**src/rtl/bus_timer.sv**
```systemverilog
// bus_timer: 16-bit down-counting timer in an 8-byte CPU register window.
// Latency: register reads return on DI one cycle after the address; IRQ follows IF&IE by one cycle.
// Backpressure: RDY=0 suppresses writes and read side effects, and DI returns 0 for that cycle.
//
// Ports:
//   clk  - CPU clock, all state changes on its rising edge
//   RST  - asynchronous active-low reset
//   AD   - CPU address; the window is selected when AD[15:3] == BASE[15:3]
//   DO   - CPU write data
//   WE   - CPU write enable (active-high)
//   RDY  - bus ready; qualifies writes and read side effects
//   DI   - registered read data, 0 when not reading so it can be OR-muxed
//   IRQ  - registered interrupt request, IF & IE
//
// Register map: 0 CNT_L, 1 CNT_H (shadow), 2 RLD_L, 3 RLD_H, 4 CTRL {ONESHOT,IE,EN},
//               5 STAT {IF} write-1-clear, 6 PRE, 7 reads 0.
// Optional feature: define TIMER_PRESCALE_EN to add the 8-bit prescaler at offset 6.
module bus_timer #(
   parameter logic [15:0] BASE = 16'hFE00
) (
   input  logic        clk,
   input  logic        RST,
   input  logic [15:0] AD,
   input  logic [7:0]  DO,
   input  logic        WE,
   input  logic        RDY,
   output logic [7:0]  DI,
   output logic        IRQ
);

   localparam logic [2:0] OFF_CNT_L = 3'd0;
   localparam logic [2:0] OFF_CNT_H = 3'd1;
   localparam logic [2:0] OFF_RLD_L = 3'd2;
   localparam logic [2:0] OFF_RLD_H = 3'd3;
   localparam logic [2:0] OFF_CTRL  = 3'd4;
   localparam logic [2:0] OFF_STAT  = 3'd5;
   localparam logic [2:0] OFF_PRE   = 3'd6;

   // bus decode
   logic       sel;
   logic [2:0] offset;
   logic       rd_en;
   logic       wr_en;

   // timer state
   logic [15:0] cnt;
   logic [15:0] rld;
   logic [7:0]  hold;
   logic [7:0]  shadow;
   logic        en;
   logic        ie;
   logic        oneshot;
   logic        if_flag;
   logic        en_prev;

   // next-state / datapath
   logic        load;
   logic        tick;
   logic        underflow;
   logic [15:0] cnt_nxt;
   logic        en_nxt;
   logic        if_nxt;
   logic [7:0]  rd_dat;

`ifdef TIMER_PRESCALE_EN
   logic [7:0]  pre;
   logic [7:0]  pcnt;
`endif

   assign sel    = (AD[15:3] == BASE[15:3]);
   assign offset = AD[2:0];
   assign rd_en  = sel & ~WE & RDY;
   assign wr_en  = sel &  WE & RDY;

   // EN rising edge: reload from RLD, and that cycle does not count as a tick
   assign load = en & ~en_prev;

`ifdef TIMER_PRESCALE_EN
   // >= rather than == so lowering PRE below the running count cannot stall the prescaler
   assign tick = en & ~load & (pcnt >= pre);
`else
   assign tick = en & ~load;
`endif

   assign underflow = tick & (cnt == 16'd0);

   always_comb begin
      cnt_nxt = cnt;
      en_nxt  = en;
      if_nxt  = if_flag;

      if (load) begin
         cnt_nxt = rld;
      end else if (tick) begin
         if (cnt != 16'd0) begin
            cnt_nxt = cnt - 16'd1;
         end else if (!oneshot) begin
            cnt_nxt = rld;
         end
      end

      if (wr_en && offset == OFF_CTRL) begin
         en_nxt = DO[0];
      end
      // oneshot expiry wins over a same-edge CTRL write
      if (underflow && oneshot) begin
         en_nxt = 1'b0;
      end

      if (wr_en && offset == OFF_STAT && DO[0]) begin
         if_nxt = 1'b0;
      end
      // a new underflow wins over a same-edge clear
      if (underflow) begin
         if_nxt = 1'b1;
      end
   end

   always_comb begin
      rd_dat = 8'h00;
      case (offset)
         OFF_CNT_L: rd_dat = cnt[7:0];
         OFF_CNT_H: rd_dat = shadow;
         OFF_RLD_L: rd_dat = rld[7:0];
         OFF_RLD_H: rd_dat = rld[15:8];
         OFF_CTRL:  rd_dat = {5'b0, oneshot, ie, en};
         OFF_STAT:  rd_dat = {7'b0, if_flag};
`ifdef TIMER_PRESCALE_EN
         OFF_PRE:   rd_dat = pre;
`endif
         default:   rd_dat = 8'h00;
      endcase
   end

   always_ff @(posedge clk or negedge RST) begin
      if (!RST) begin
         cnt     <= 16'd0;
         rld     <= 16'd0;
         hold    <= 8'd0;
         shadow  <= 8'd0;
         en      <= 1'b0;
         ie      <= 1'b0;
         oneshot <= 1'b0;
         if_flag <= 1'b0;
         en_prev <= 1'b0;
         DI      <= 8'd0;
         IRQ     <= 1'b0;
      end else begin
         cnt     <= cnt_nxt;
         en      <= en_nxt;
         en_prev <= en;
         if_flag <= if_nxt;

         if (wr_en && offset == OFF_CTRL) begin
            ie      <= DO[1];
            oneshot <= DO[2];
         end
         if (wr_en && offset == OFF_RLD_L) begin
            hold <= DO;
         end
         if (wr_en && offset == OFF_RLD_H) begin
            rld <= {DO, hold};
         end
         // latch the high byte with the low byte so a two-byte read is coherent
         if (rd_en && offset == OFF_CNT_L) begin
            shadow <= cnt[15:8];
         end

         DI  <= rd_en ? rd_dat : 8'h00;
         IRQ <= if_flag & ie;
      end
   end

`ifdef TIMER_PRESCALE_EN
   always_ff @(posedge clk or negedge RST) begin
      if (!RST) begin
         pre  <= 8'd0;
         pcnt <= 8'd0;
      end else begin
         if (wr_en && offset == OFF_PRE) begin
            pre <= DO;
         end
         if (load || !en) begin
            pcnt <= 8'd0;
         end else if (pcnt >= pre) begin
            pcnt <= 8'd0;
         end else begin
            pcnt <= pcnt + 8'd1;
         end
      end
   end
`endif

endmodule
```
**config.mk**
```make
export PLATFORM = sky130hd
export DESIGN_NAME = bus_timer
export DESIGN_NICKNAME = d
export VERILOG_FILES = /design/src/rtl/bus_timer.sv
export SDC_FILE = /design/constraint.sdc
export NUM_CORES = 1
export LEC_CHECK = 0
export ABC_CLOCK_PERIOD_IN_PS = 3800
export BUFFER_PORTS_ARGS = -buffer_cell sky130_fd_sc_hd__buf_2
export CORE_UTILIZATION = 40
export DETAILED_ROUTE_END_ITERATION = 10
export RECOVER_POWER = 25
export SLEW_MARGIN = 20
export SYNTH_ARGS = -nofsm -noshare
export SYNTH_HDL_FRONTEND = slang
export SYNTH_SLANG_ARGS = --single-unit
```
**constraint.sdc**
```tcl
create_clock -name clk -period 3.8 [get_ports clk]
set_input_delay 0.76 -clock clk [delete_from_list [all_inputs] [get_ports clk]]
set_output_delay 0.76 -clock clk [all_outputs]
set_load 0.03 [all_outputs]
```
==> run_results.csv, run 1 <==
group,metric,value,unit
outcome,outcome,"complete, no violations",
worst_setup_path,worstSetupPathType,"in2reg",
power_and_ir_drop,power_density,538,nW/um^2
floorplanning,fp.dieH,90.2,um
route,ant_nets,0,
final_layout,multi_input_area,1480,sq um
route,drc_errors,0,
clock_network,clk_latency,0.33,ns
power_and_ir_drop,pwr-share-comb,0.170,
logic_synthesis,synthDistinctLibCells,49,
clock_network,ctsHoldBuffers,0,
clock_network,cts_tree,"built",
timing,hold_violations,0,
placed_design,place_hpwl,5010,um
final_layout,fin_util,0.493,
global_route,grt_max_degree,47,
floorplanning,boundaryPins,37,
worst_setup_path,reg2reg_depth,5,
worst_setup_path,worst_ep_required_time,4.02,ns
final_layout,diodes,0,
timing,skew,0.00765,ns
global_route,antenna_found_initial,0,
power_and_ir_drop,swShare,0.302,
worst_setup_path,critical_path.max_fanout,8,
logic_synthesis,synth_warnings,0,
route,num_vias,2274,
final_layout,seq_area,1550,sq um
timing,final-setup-viol-count,0,
min_path,hold_depth,1,
worst_setup_path,startpoint_type,"primary input",
power_and_ir_drop,pwr-share-seq,0.455,
logic_synthesis,synthArstFlopShare,1.00,
power_and_ir_drop,p_clk_frac,0.374,
final_layout,area_delta_synth_final,16.8,%
worst_setup_path,crit_buf_inv,1,
final_layout,drive_above_1_share,0.333,
timing,slew_viol_final,0,
logic_synthesis,ys.flop_type,"dfrtp_1",
final_layout,fillCellCount,710,
global_route,gr-total-overflow,0,
floorplanning,die_x,90.2,um
route,wl_per_cell,16.7,um
placed_design,port_buffers,36,
worst_setup_path,slowest_delay,0.54,ns
global_route,grt_pass1_vias,2235,
logic_synthesis,ys_seq_area_frac,0.499,
placed_design,place_congestion,0.882,
timing,rsz0062_at_grt,"false",
global_route,grt_pass1_wl,11500,um
placed_design,place_area,3380,sq um
clock_network,postCtsResizedCells,0,
power_and_ir_drop,intPower,1.37,mW
route,via_per_inst,5.53,
power_and_ir_drop,leakagePower,1.76,nW
logic_synthesis,synth.avg_cell_area,11.6,sq um
clock_network,cts_buffers,9,
floorplanning,design.core.area,7370,sq um
route,dr.pass1.iters,4,
clock_network,cts_setup_buffers,0,
timing,relSlewSlack,0.272,
logic_synthesis,synth_cells,269,
min_path,min_path_type,"reg2reg",
timing,tightest_slew,1.09,ns
timing,period_share,0.685,
worst_setup_path,worst-path-stages,6,
worst_setup_path,endpoint_kind,"register",
logic_synthesis,synth_area,3110,sq um
route,wl,6850,um
clock_network,clock_sinks,62,
clock_network,htree_levels,3,
global_route,grt_usage,0.182,
worst_setup_path,cp_data_arrival_time,2.82,ns
timing,worst_hold_slack,0.501,ns
power_and_ir_drop,p_switching,591,uW
logic_synthesis,synth-edff-count,0,
power_and_ir_drop,ir_drop,240,uV
worst_setup_path,cpLargestDelayFamily,"simple AND/OR/NAND/NOR gates",
timing,max_freq,384,MHz
floorplanning,start_util,0.422,
floorplanning,design.die.area,8140,sq um
timing,fin_setup_tns,0,ns
route,drtIter0Drc,198,
flow_run,max_cap_viol_count,0,
logic_synthesis,ys_ff_latch,62,
worst_setup_path,cp_cell_sequence,"buf_2, or4_4, nor4_4, nand3_4, nor3_4, mux2_2",
final_layout,postLayoutCellArea,3630,sq um
clock_network,clock_path_buffers,2,
final_layout,nets,337,
floorplanning,fp-row-count,31,
clock_network,path_clk_slew,0.07,ns
timing,finalCriticalPeriod,2.60,ns
logic_synthesis,syn-num-nets,299,
clock_network,cts-root-buf,"clkbuf_8",
worst_setup_path,critPathSlowestCell,"or4_4",
[cells by family after synthesis]
kind of cell    after synthesis  share of synthesized area
buf+inv                      20                     0.0273
fa+ha+maj                     2                    0.00804
simple gates                 74                      0.154
flops                        62                      0.499
compound gates               66                      0.129
mux                          45                      0.183
[layout by cell type (no fill, tap or decap), types with 3 or more instances in the layout]
cell type,instances
and2b_1,5
mux2_2,35
o21ai_0,23
bufinv_16,3
mux4_2,6
nor3_1,5
o22ai_1,4
nor2_1,15
nand3_1,4
buf_2,35
dfrtp_1,62
nor4_1,5
clkbuf_8,11
mux2i_1,4
o21a_1,4
nand2b_1,3
a21oi_1,17
nand4_1,5
nand2_1,13
inv_1,8
[flip-flops by register name, indices dropped and copies added (netlist names)]
signal,cells
cnt,16
rld,16
DI,8
hold,8
shadow,8
IRQ,1
en,1
en_prev,1
ie,1
if_flag,1
oneshot,1
[layout make-up]
type / instances / share of cell area
Timing Repair Buffer: 39 / 0.0547
Sequential cell: 62 / 0.427
Clock inverter: 5 / 0.0286
Multi-Input combinational cell: 187 / 0.406
Tap cell: 99 / 0.0341
Inverter: 8 / 0.00826
Clock buffer: 11 / 0.0417
[final timing paths]
check,from,to,slack [ns]
worst max-delay path,AD[4],shadow[1],1.20
worst min-delay path,hold[2],rld[2],0.50
worst max register to register,cnt[11],en,1.23
worst min register to register,hold[2],rld[2],0.50
max in group asynchronous,RST,cnt[13],1.67
min in group asynchronous,RST,ie,0.55
[power by group through the flow]
stage / logic [mW] / clock network, mW / registers, mW
2_1_floorplan: 0.262 / 0 / 0.837
3_3_place_gp: 0.330 / 0 / 0.898
3_5_place_dp: 0.336 / 0 / 0.896
4_1_cts: 0.336 / 0.749 / 0.885
5_1_grt: 0.385 / 0.771 / 0.906
6_report: 0.333 / 0.732 / 0.891
[Yosys cell counts (3+ instances only)]
| library cell | count | area share |
|---|---|---|
| dfrtp_1 | 62 | 0.50 |
| mux2_2 | 35 | 0.13 |
| o21ai_0 | 23 | 0.037 |
| a21oi_1 | 17 | 0.027 |
| nor2_1 | 15 | 0.018 |
| nand2_1 | 13 | 0.016 |
| clkbuf_1 | 8 | 0.0097 |
| inv_1 | 8 | 0.0097 |
| mux4_2 | 6 | 0.043 |
| and2b_1 | 5 | 0.012 |
| nand4_1 | 5 | 0.010 |
| nor3_1 | 5 | 0.0080 |
| nor4_1 | 5 | 0.010 |
| mux2i_1 | 4 | 0.013 |
| nand3_1 | 4 | 0.0064 |
| o21a_1 | 4 | 0.0097 |
| o22ai_1 | 4 | 0.0080 |
| nand2b_1 | 3 | 0.0060 |
[layer usage]
metal,share of wire,vias up,GRT usage,routed length [um]
met2,0.45,67,0.265,3070
li1,-,1080,-,-
met1,0.46,1113,0.268,3170
met4,0.023,0,0.0793,156
met5,0,-,0,0
met3,0.066,14,0.0296,449
[worst register-to-register path, stage by stage (launching register included)]
cell	delay, ns
dfrtp_1	0.46
nor4_1	0.65
nand4_1	0.34
o21ai_2	0.66
o21ai_0	0.21
o21a_1	0.15
[per-stage QoR]
step | cells | worst slack, ns | total power [mW]
2_1_floorplan | 269 | 1.12 | 1.10
3_3_place_gp | 395 | 0.889 | 1.23
3_5_place_dp | 395 | 0.842 | 1.23
4_1_cts | 411 | 1.20 | 1.97
5_1_grt | 411 | 1.02 | 2.06
6_report | 411 | 1.20 | 1.96
No activity file was read; power rests on OpenSTA's default activity.
==> inputs of run 2 (changes only) <==
--- a/config.mk
+++ b/config.mk
@@ -5,7 +5,8 @@
 export SDC_FILE = /design/constraint.sdc
 export NUM_CORES = 1
 export LEC_CHECK = 0
-export ABC_CLOCK_PERIOD_IN_PS = 3800
+export ABC_AREA = 1
+export ABC_CLOCK_PERIOD_IN_PS = 2420
 export BUFFER_PORTS_ARGS = -buffer_cell sky130_fd_sc_hd__buf_2
 export CORE_UTILIZATION = 40
 export DETAILED_ROUTE_END_ITERATION = 10
==> constraint.sdc (replaced) <==
create_clock -name clk -period 2.42 [get_ports clk]
set_input_delay 0.484 -clock clk [delete_from_list [all_inputs] [get_ports clk]]
set_output_delay 0.484 -clock clk [all_outputs]
set_load 0.03 [all_outputs]
==> run 2 against run 1 <==
The flow now finishes with violations (DRC, capacitance limit). Sequential share of layout area down 1.7 points. Global-route usage up 3.3 points. Core utilization down 3.1 points. Sequential power up 30%. Hold slack worse by 0.15 ns. Worst setup slack worse by 0.66 ns. Clock skew down 0.0018 ns. Die area up 7.8%. Register-to-register slack worse by 0.70 ns. Cell area up 4.1%. Area after synthesis up 8.0%. Combinational power down 20%. Critical path type is now reg2reg. Largest power group unchanged.
==> run_results.csv, run 2 <==
group,metric,value,unit
worst_setup_path,cp_data_arrival_time,2.12,ns
min_path,min_path_type,"in2reg",
clock_network,htree_levels,3,
worst_setup_path,worst_ep_required_time,2.66,ns
power_and_ir_drop,ir_drop,218,uV
route,wl_per_cell,14.4,um
logic_synthesis,synth.area.mux_share,0,
final_layout,nets,503,
timing,rsz0062_at_grt,"false",
logic_synthesis,synth-edff-count,0,
logic_synthesis,synth_area,3360,sq um
placed_design,place_inst,567,
logic_synthesis,synth_compound_area_frac,0.113,
final_layout,final_cell_count_no_fill,583,
timing,worst_hold_slack,0.347,ns
logic_synthesis,synthAdderAreaFrac,0.00745,
worst_setup_path,startpoint_type,"register",
placed_design,port_buffers,36,
flow_run,max_cap_viol_count,1,
power_and_ir_drop,power_density,621,nW/um^2
floorplanning,start_util,0.411,
placed_design,post-place-ws,0.460,ns
clock_network,cts_setup_buffers,0,
clock_network,ctsHoldBuffers,0,
logic_synthesis,synth.avg_cell_area,7.73,sq um
floorplanning,die_x,93.7,um
outcome,outcome,"complete, but fails checks",
placed_design,place_congestion,0.850,
worst_setup_path,endpoint_kind,"register",
global_route,grt_usage,0.215,
global_route,antenna_found_initial,0,
route,top_layer,"met4",
worst_setup_path,worstSetupPathType,"reg2reg",
timing,period_share,0.779,
floorplanning,fp-row-count,33,
route,drtIter0Drc,298,
final_layout,layout_commonest_cell,"nand2_1",
route,dr.pass1.iters,7,
global_route,grt_pass1_vias,2858,
logic_synthesis,ys_ff_latch,62,
route,wl_met1,3620,um
floorplanning,design.core.area,8180,sq um
clock_network,clock_path_buffers,2,
logic_synthesis,ys_seq_area_frac,0.462,
logic_synthesis,synth_warnings,0,
final_layout,fin_util,0.463,
global_route,gr-total-overflow,0,
clock_network,clock_sinks,62,
timing,relSlewSlack,0.00742,
timing,final-setup-viol-count,0,
power_and_ir_drop,swShare,0.284,
power_and_ir_drop,pwr-share-comb,0.113,
outcome,violations,"DRC, capacitance limit",
logic_synthesis,synthDistinctLibCells,31,
timing,finalCriticalPeriod,1.89,ns
global_route,grt_pass1_wl,14000,um
route,drc_errors,2,
floorplanning,design.die.area,8770,sq um
placed_design,place_hpwl,6080,um
route,num_vias,2965,
timing,fin_ws,0.534,ns
final_layout,area_delta_synth_final,12.5,%
logic_synthesis,synth_top_area_frac,0.462,
clock_network,cts_buffers,9,
final_layout,diodes,0,
logic_synthesis,synth_common_cells,"140 x nand2_1, 62 x dfrtp_1, 45 x inv_1",
global_route,grt_max_degree,63,
route,via_per_inst,5.09,
power_and_ir_drop,intPower,1.68,mW
timing,tightest_slew,1.49,ns
logic_synthesis,synth_top_area_cell,"dfrtp_1",
timing,skew,0.00581,ns
clock_network,clk_latency,0.35,ns
power_and_ir_drop,pwr-share-seq,0.492,
route,dr_wl_met3,539,um
logic_synthesis,synth_xor_area_frac,0.00782,
logic_synthesis,syn-num-nets,465,
final_layout,most-common-layout-cells,"140 x nand2_1, 62 x dfrtp_1, 45 x inv_1, 39 x nor2_1, 36 x buf_2",
logic_synthesis,ys.flop_type,"dfrtp_1",
final_layout,drive_above_1_share,0.174,
power_and_ir_drop,p_switching,667,uW
power_and_ir_drop,leakagePower,1.90,nW
clock_network,cts_tree,"built",
logic_synthesis,synthArstFlopShare,1.00,
timing,max_freq,530,MHz
route,wl_met2,4040,um
logic_synthesis,synth_top_family_by_area,"simple AND/OR/NAND/NOR gates",
logic_synthesis,yosysMostFrequentCell,"nand2_1",
logic_synthesis,synth_cells,435,
route,wl,8410,um
power_and_ir_drop,p_clk_frac,0.395,
final_layout,largestRegisters,"cnt (16), rld (16)",
clock_network,path_clk_slew,0.07,ns
floorplanning,fp.dieH,93.7,um
logic_synthesis,yosys-top-cells-area,"dfrtp_1 46%, nand2_1 16%, inv_1 5.0%",
worst_setup_path,critical_path.max_fanout,20,
logic_synthesis,synth-simple-area-share,0.321,
clock_network,postCtsResizedCells,0,
route,ant_nets,0,
timing,slew_viol_final,0,
floorplanning,boundaryPins,37,
timing,hold_violations,0,
clock_network,cts-root-buf,"clkbuf_8",
timing,fin_setup_tns,0,ns
-- run 2: changes by cell type after synthesis, moves of 7 or more --
cell,before,now
inv_1,8,45
mux2_2,35,0
clkbuf_1,8,0
nor2_1,15,39
o21ai_0,23,30
nand2_1,13,140
nand3_1,4,25
o21ai_1,0,11
-- run 2: layout make-up --
type,instances,area (sq um)
tap,105,131
clock inverter,5,58.8
clock buffer,11,141
sequential,62,1550
multi-input combinational,311,1510
fill,836,4390
timing repair buffer,38,193
inverter,51,196
-- run 2: power by group through the flow --
| stage | Clock [mW] | Combinational, mW | Sequential [mW] |
|---|---|---|---|
| after floorplan | 0 | 0.182 | 1.16 |
| after global placement | 0 | 0.264 | 1.18 |
| after detailed placement | 0 | 0.267 | 1.18 |
| after CTS | 0.946 | 0.268 | 1.16 |
| after global routing | 0.999 | 0.303 | 1.16 |
| final | 0.928 | 0.266 | 1.16 |
-- run 2: per-stage QoR --
step	total power, mW	instance area (sq um)
global route	2.46	3780
detailed placement	1.44	3580
floorplan	1.34	3360
global placement	1.44	3580
CTS	2.37	3780
finish	2.35	3780
-- run 2: worst paths after layout --
| check | start | end | slack [ns] | cells past startpoint |
|---|---|---|---|---|
| max | cnt[1] | cnt[0] | 0.53 | 9 |
| min | DO[4] | hold[4] | 0.35 | 3 |
| max reg2reg | cnt[1] | cnt[0] | 0.53 | 9 |
| min reg2reg | hold[0] | rld[0] | 0.48 | 2 |
| max in group asynchronous | RST | IRQ | 0.95 | 2 |
| min in group asynchronous | RST | DI[4] | 0.57 | 2 |
-- run 2: routing by layer --
metal / vias up / track usage
met5: - / 0
met4: 0 / 0.119
met3: 20 / 0.0388
met2: 100 / 0.346
met1: 1372 / 0.273
li1: 1473 / -
-- run 2: critical path, stage by stage (launching register included) --
cell     delay, ns
dfrtp_1       0.38
inv_1         0.16
ha_1          0.20
nand2_1       0.09
nor2_4        0.14
nand3_4       0.12
nand2_2       0.37
nand2_1       0.13
nand3_1       0.11
o21ai_2       0.06
-- run 2: kinds of logic (layout without fill, tap and decap cells) --
group | count (synthesis) | in the layout
AO/OA/AOI/OAI | 69 | 69
XOR/XNOR | 3 | 3
adder cells (fa/ha/maj) | 2 | 2
buffers and inverters | 62 | 105
flip-flops | 62 | 62
AND/OR/NAND/NOR | 237 | 237
==> inputs of run 3 (changes only) <==
--- a/config.mk
+++ b/config.mk
@@ -5,8 +5,8 @@
 export SDC_FILE = /design/constraint.sdc
 export NUM_CORES = 1
 export LEC_CHECK = 0
-export ABC_AREA = 1
-export ABC_CLOCK_PERIOD_IN_PS = 2420
+export ABC_AREA = 0
+export ABC_CLOCK_PERIOD_IN_PS = 1500
 export BUFFER_PORTS_ARGS = -buffer_cell sky130_fd_sc_hd__buf_2
 export CORE_UTILIZATION = 40
 export DETAILED_ROUTE_END_ITERATION = 10
==> constraint.sdc (replaced) <==
create_clock -name clk -period 1.5 [get_ports clk]
set_input_delay 0.3 -clock clk [delete_from_list [all_inputs] [get_ports clk]]
set_output_delay 0.3 -clock clk [all_outputs]
set_load 0.03 [all_outputs]
==> run 3 against run 2 <==
The flow finishes with violations (setup timing). Sequential cell count is the same. Critical endpoint is now cnt[7]. Hold slack got worse by 0.15 ns. Sequential share of layout area down 6.0 points. Highest routed layer unchanged. Combinational power grew to 7.5 times the previous value.
==> run_results.csv, run 3 (synthesis results as in run 1) <==
group,metric,value,unit
final_layout,layout_commonest_cell,"dfrtp_1",
power_and_ir_drop,leakagePower,2.15,nW
worst_setup_path,cp_cell_sequence,"nor4_4, buf_4, buf_4, a41oi_4, buf_4, o21ai_0, a21oi_2",
placed_design,place_inst,454,
placed_design,place_hpwl,5760,um
power_and_ir_drop,pwr-share-comb,0.371,
worst_setup_path,cp_data_arrival_time,2.08,ns
route,num_vias,2618,
power_and_ir_drop,power_density,1210,nW/um^2
timing,final-setup-viol-count,52,
placed_design,port_buffers,36,
floorplanning,start_util,0.422,
route,drc_errors,0,
final_layout,final_cell_count_no_fill,482,
global_route,grt_pass1_wl,13600,um
power_and_ir_drop,swShare,0.354,
floorplanning,design.die.area,8140,sq um
floorplanning,die_x,90.2,um
worst_setup_path,worstSetupPathType,"reg2reg",
worst_setup_path,endpoint_kind,"register",
timing,tightest_slew,0.840,ns
global_route,grt_usage,0.218,
floorplanning,fp-row-count,31,
power_and_ir_drop,p_clk_frac,0.242,
worst_setup_path,worst_ep_required_time,1.72,ns
timing,finalCriticalPeriod,1.86,ns
timing,max_freq,539,MHz
floorplanning,design.core.area,7370,sq um
power_and_ir_drop,pwr-share-seq,0.387,
min_path,min_from,"DO[5]",
timing,relSlewSlack,0.440,
min_path,min_path_type,"in2reg",
final_layout,drive_above_1_share,0.530,
timing,hold_violations,0,
timing,fin_ws,-0.357,ns
timing,worst_hold_slack,0.202,ns
outcome,outcome,"complete, but fails checks",
route,ant_nets,0,
final_layout,area_delta_synth_final,42.3,%
clock_network,clock_sinks,62,
final_layout,nets,408,
final_layout,largestRegisters,"cnt (16), rld (16)",
timing,fin_setup_tns,-12.19,ns
global_route,gr-total-overflow,0,
route,drtIter0Drc,177,
flow_run,max_cap_viol_count,0,
global_route,grt_pass1_vias,2620,
timing,slew_viol_final,0,
route,wl_per_cell,17.4,um
worst_setup_path,cp-startpoint,"cnt[5]",
power_and_ir_drop,intPower,3.47,mW
timing,skew,0.00697,ns
final_layout,fillCellCount,610,
clock_network,htree_levels,3,
worst_setup_path,rr_startpoint,"cnt[5]",
clock_network,clk_latency,0.34,ns
global_route,grt_max_degree,63,
power_and_ir_drop,p_switching,1.90,mW
worst_setup_path,startpoint_type,"register",
power_and_ir_drop,ir_drop,713,uV
clock_network,cts_buffers,9,
clock_network,clock_path_buffers,2,
floorplanning,boundaryPins,37,
route,dr.pass1.iters,4,
timing,rsz0062_at_grt,"true",
final_layout,postLayoutCellArea,4430,sq um
clock_network,cts_tree,"built",
worst_setup_path,critical_path.max_fanout,10,
clock_network,cts-root-buf,"clkbuf_8",
global_route,antenna_found_initial,0,
outcome,violations,"setup timing",
worst_setup_path,crit_top_cell,"buf_4",
worst_setup_path,slowest_delay,0.42,ns
clock_network,path_clk_slew,0.07,ns
route,via_per_inst,5.43,
power_and_ir_drop,power,5.37,mW
final_layout,diodes,0,
floorplanning,fp.dieH,90.2,um
final_layout,most-common-layout-cells,"62 x dfrtp_1, 51 x buf_4, 36 x buf_2, 26 x mux2_2, 16 x buf_6",
placed_design,place_congestion,0.907,
timing,period_share,1.24,
route,wl,8380,um
worst_setup_path,critPathSlowestCell,"dfrtp_1",
placed_design,place_area,3910,sq um
[run 3: cell count changes in the layout (fill, tap and decap cells not counted), moves of 6 or more]
cell and delta:
a21oi_2 +8, buf_4 +50, buf_6 +16, inv_1 -39, mux2_2 +26, mux2_4 +9, mux4_2 +6, nand2_1 -127
nand3_1 -21, nand4_1 -6, nor2_1 -24, o21ai_0 -24, o22ai_1 -6
[run 3: power groups by stage]
stage / Combinational [mW] / Sequential, mW / Clock [mW]
3_5_place_dp: 1.70 / 2.10 / 0
3_3_place_gp: 1.67 / 2.09 / 0
6_report: 1.99 / 2.08 / 1.30
5_1_grt: 2.15 / 2.10 / 1.41
4_1_cts: 1.83 / 2.07 / 1.33
2_1_floorplan: 0.736 / 2.16 / 0
[run 3: path summary, 6_finish.rpt]
kind	to	slack (ns)	cells past startpoint
max	cnt[7]	-0.36	7
min	hold[5]	0.20	2
max reg2reg	cnt[7]	-0.36	7
min reg2reg	hold[5]	0.50	1
max in group asynchronous	DI[0]	0.25	3
min in group asynchronous	ie	0.70	3
[run 3: cell type report]
type                    instances  area, sq um  area share
multi-input cells             187         1710       0.385
flip-flops and latches         62         1550       0.350
repair buffers                110          845       0.191
clock buffers                   9          124      0.0280
well taps                      99          124      0.0280
clock inverters                 7         50.0      0.0113
inverters                       8         30.0     0.00678
[run 3: routing by layer]
| metal | wire (um) | vias to the layer above | track usage | part of all wire |
|---|---|---|---|---|
| met1 | 3870 | 1302 | 0.315 | 0.46 |
| met5 | 0 | - | 0 | 0 |
| li1 | - | 1226 | - | - |
| met4 | 161 | 0 | 0.102 | 0.019 |
| met2 | 3920 | 75 | 0.317 | 0.47 |
| met3 | 423 | 15 | 0.0389 | 0.051 |
[run 3: timing repair]
item                       4_1_cts  5_1_grt
resized for setup               37       35
pin swaps                        8       12
hold buffers                     1        0
setup buffers                    6        5
gates cloned                     2        1
hold endpoints to repair        62        0
setup endpoints to repair       52       53
[run 3: stage by stage]
| stage | setup WS, ns | utilization |
|---|---|---|
| final | -0.357 | 0.601 |
| after global routing | -0.455 | 0.601 |
| after CTS | -0.355 | 0.583 |
| after detailed placement | -0.594 | 0.530 |
| after global placement | -0.568 | 0.530 |
| after floorplan | -0.602 | - |
[run 3: critical path: cells and delay by family (launching register included)]
kind,cells,cell delay [ns]
flip-flops,1,0.42
buffers and inverters,3,0.50
AO/OA/AOI/OAI,3,0.51
AND/OR/NAND/NOR,1,0.32
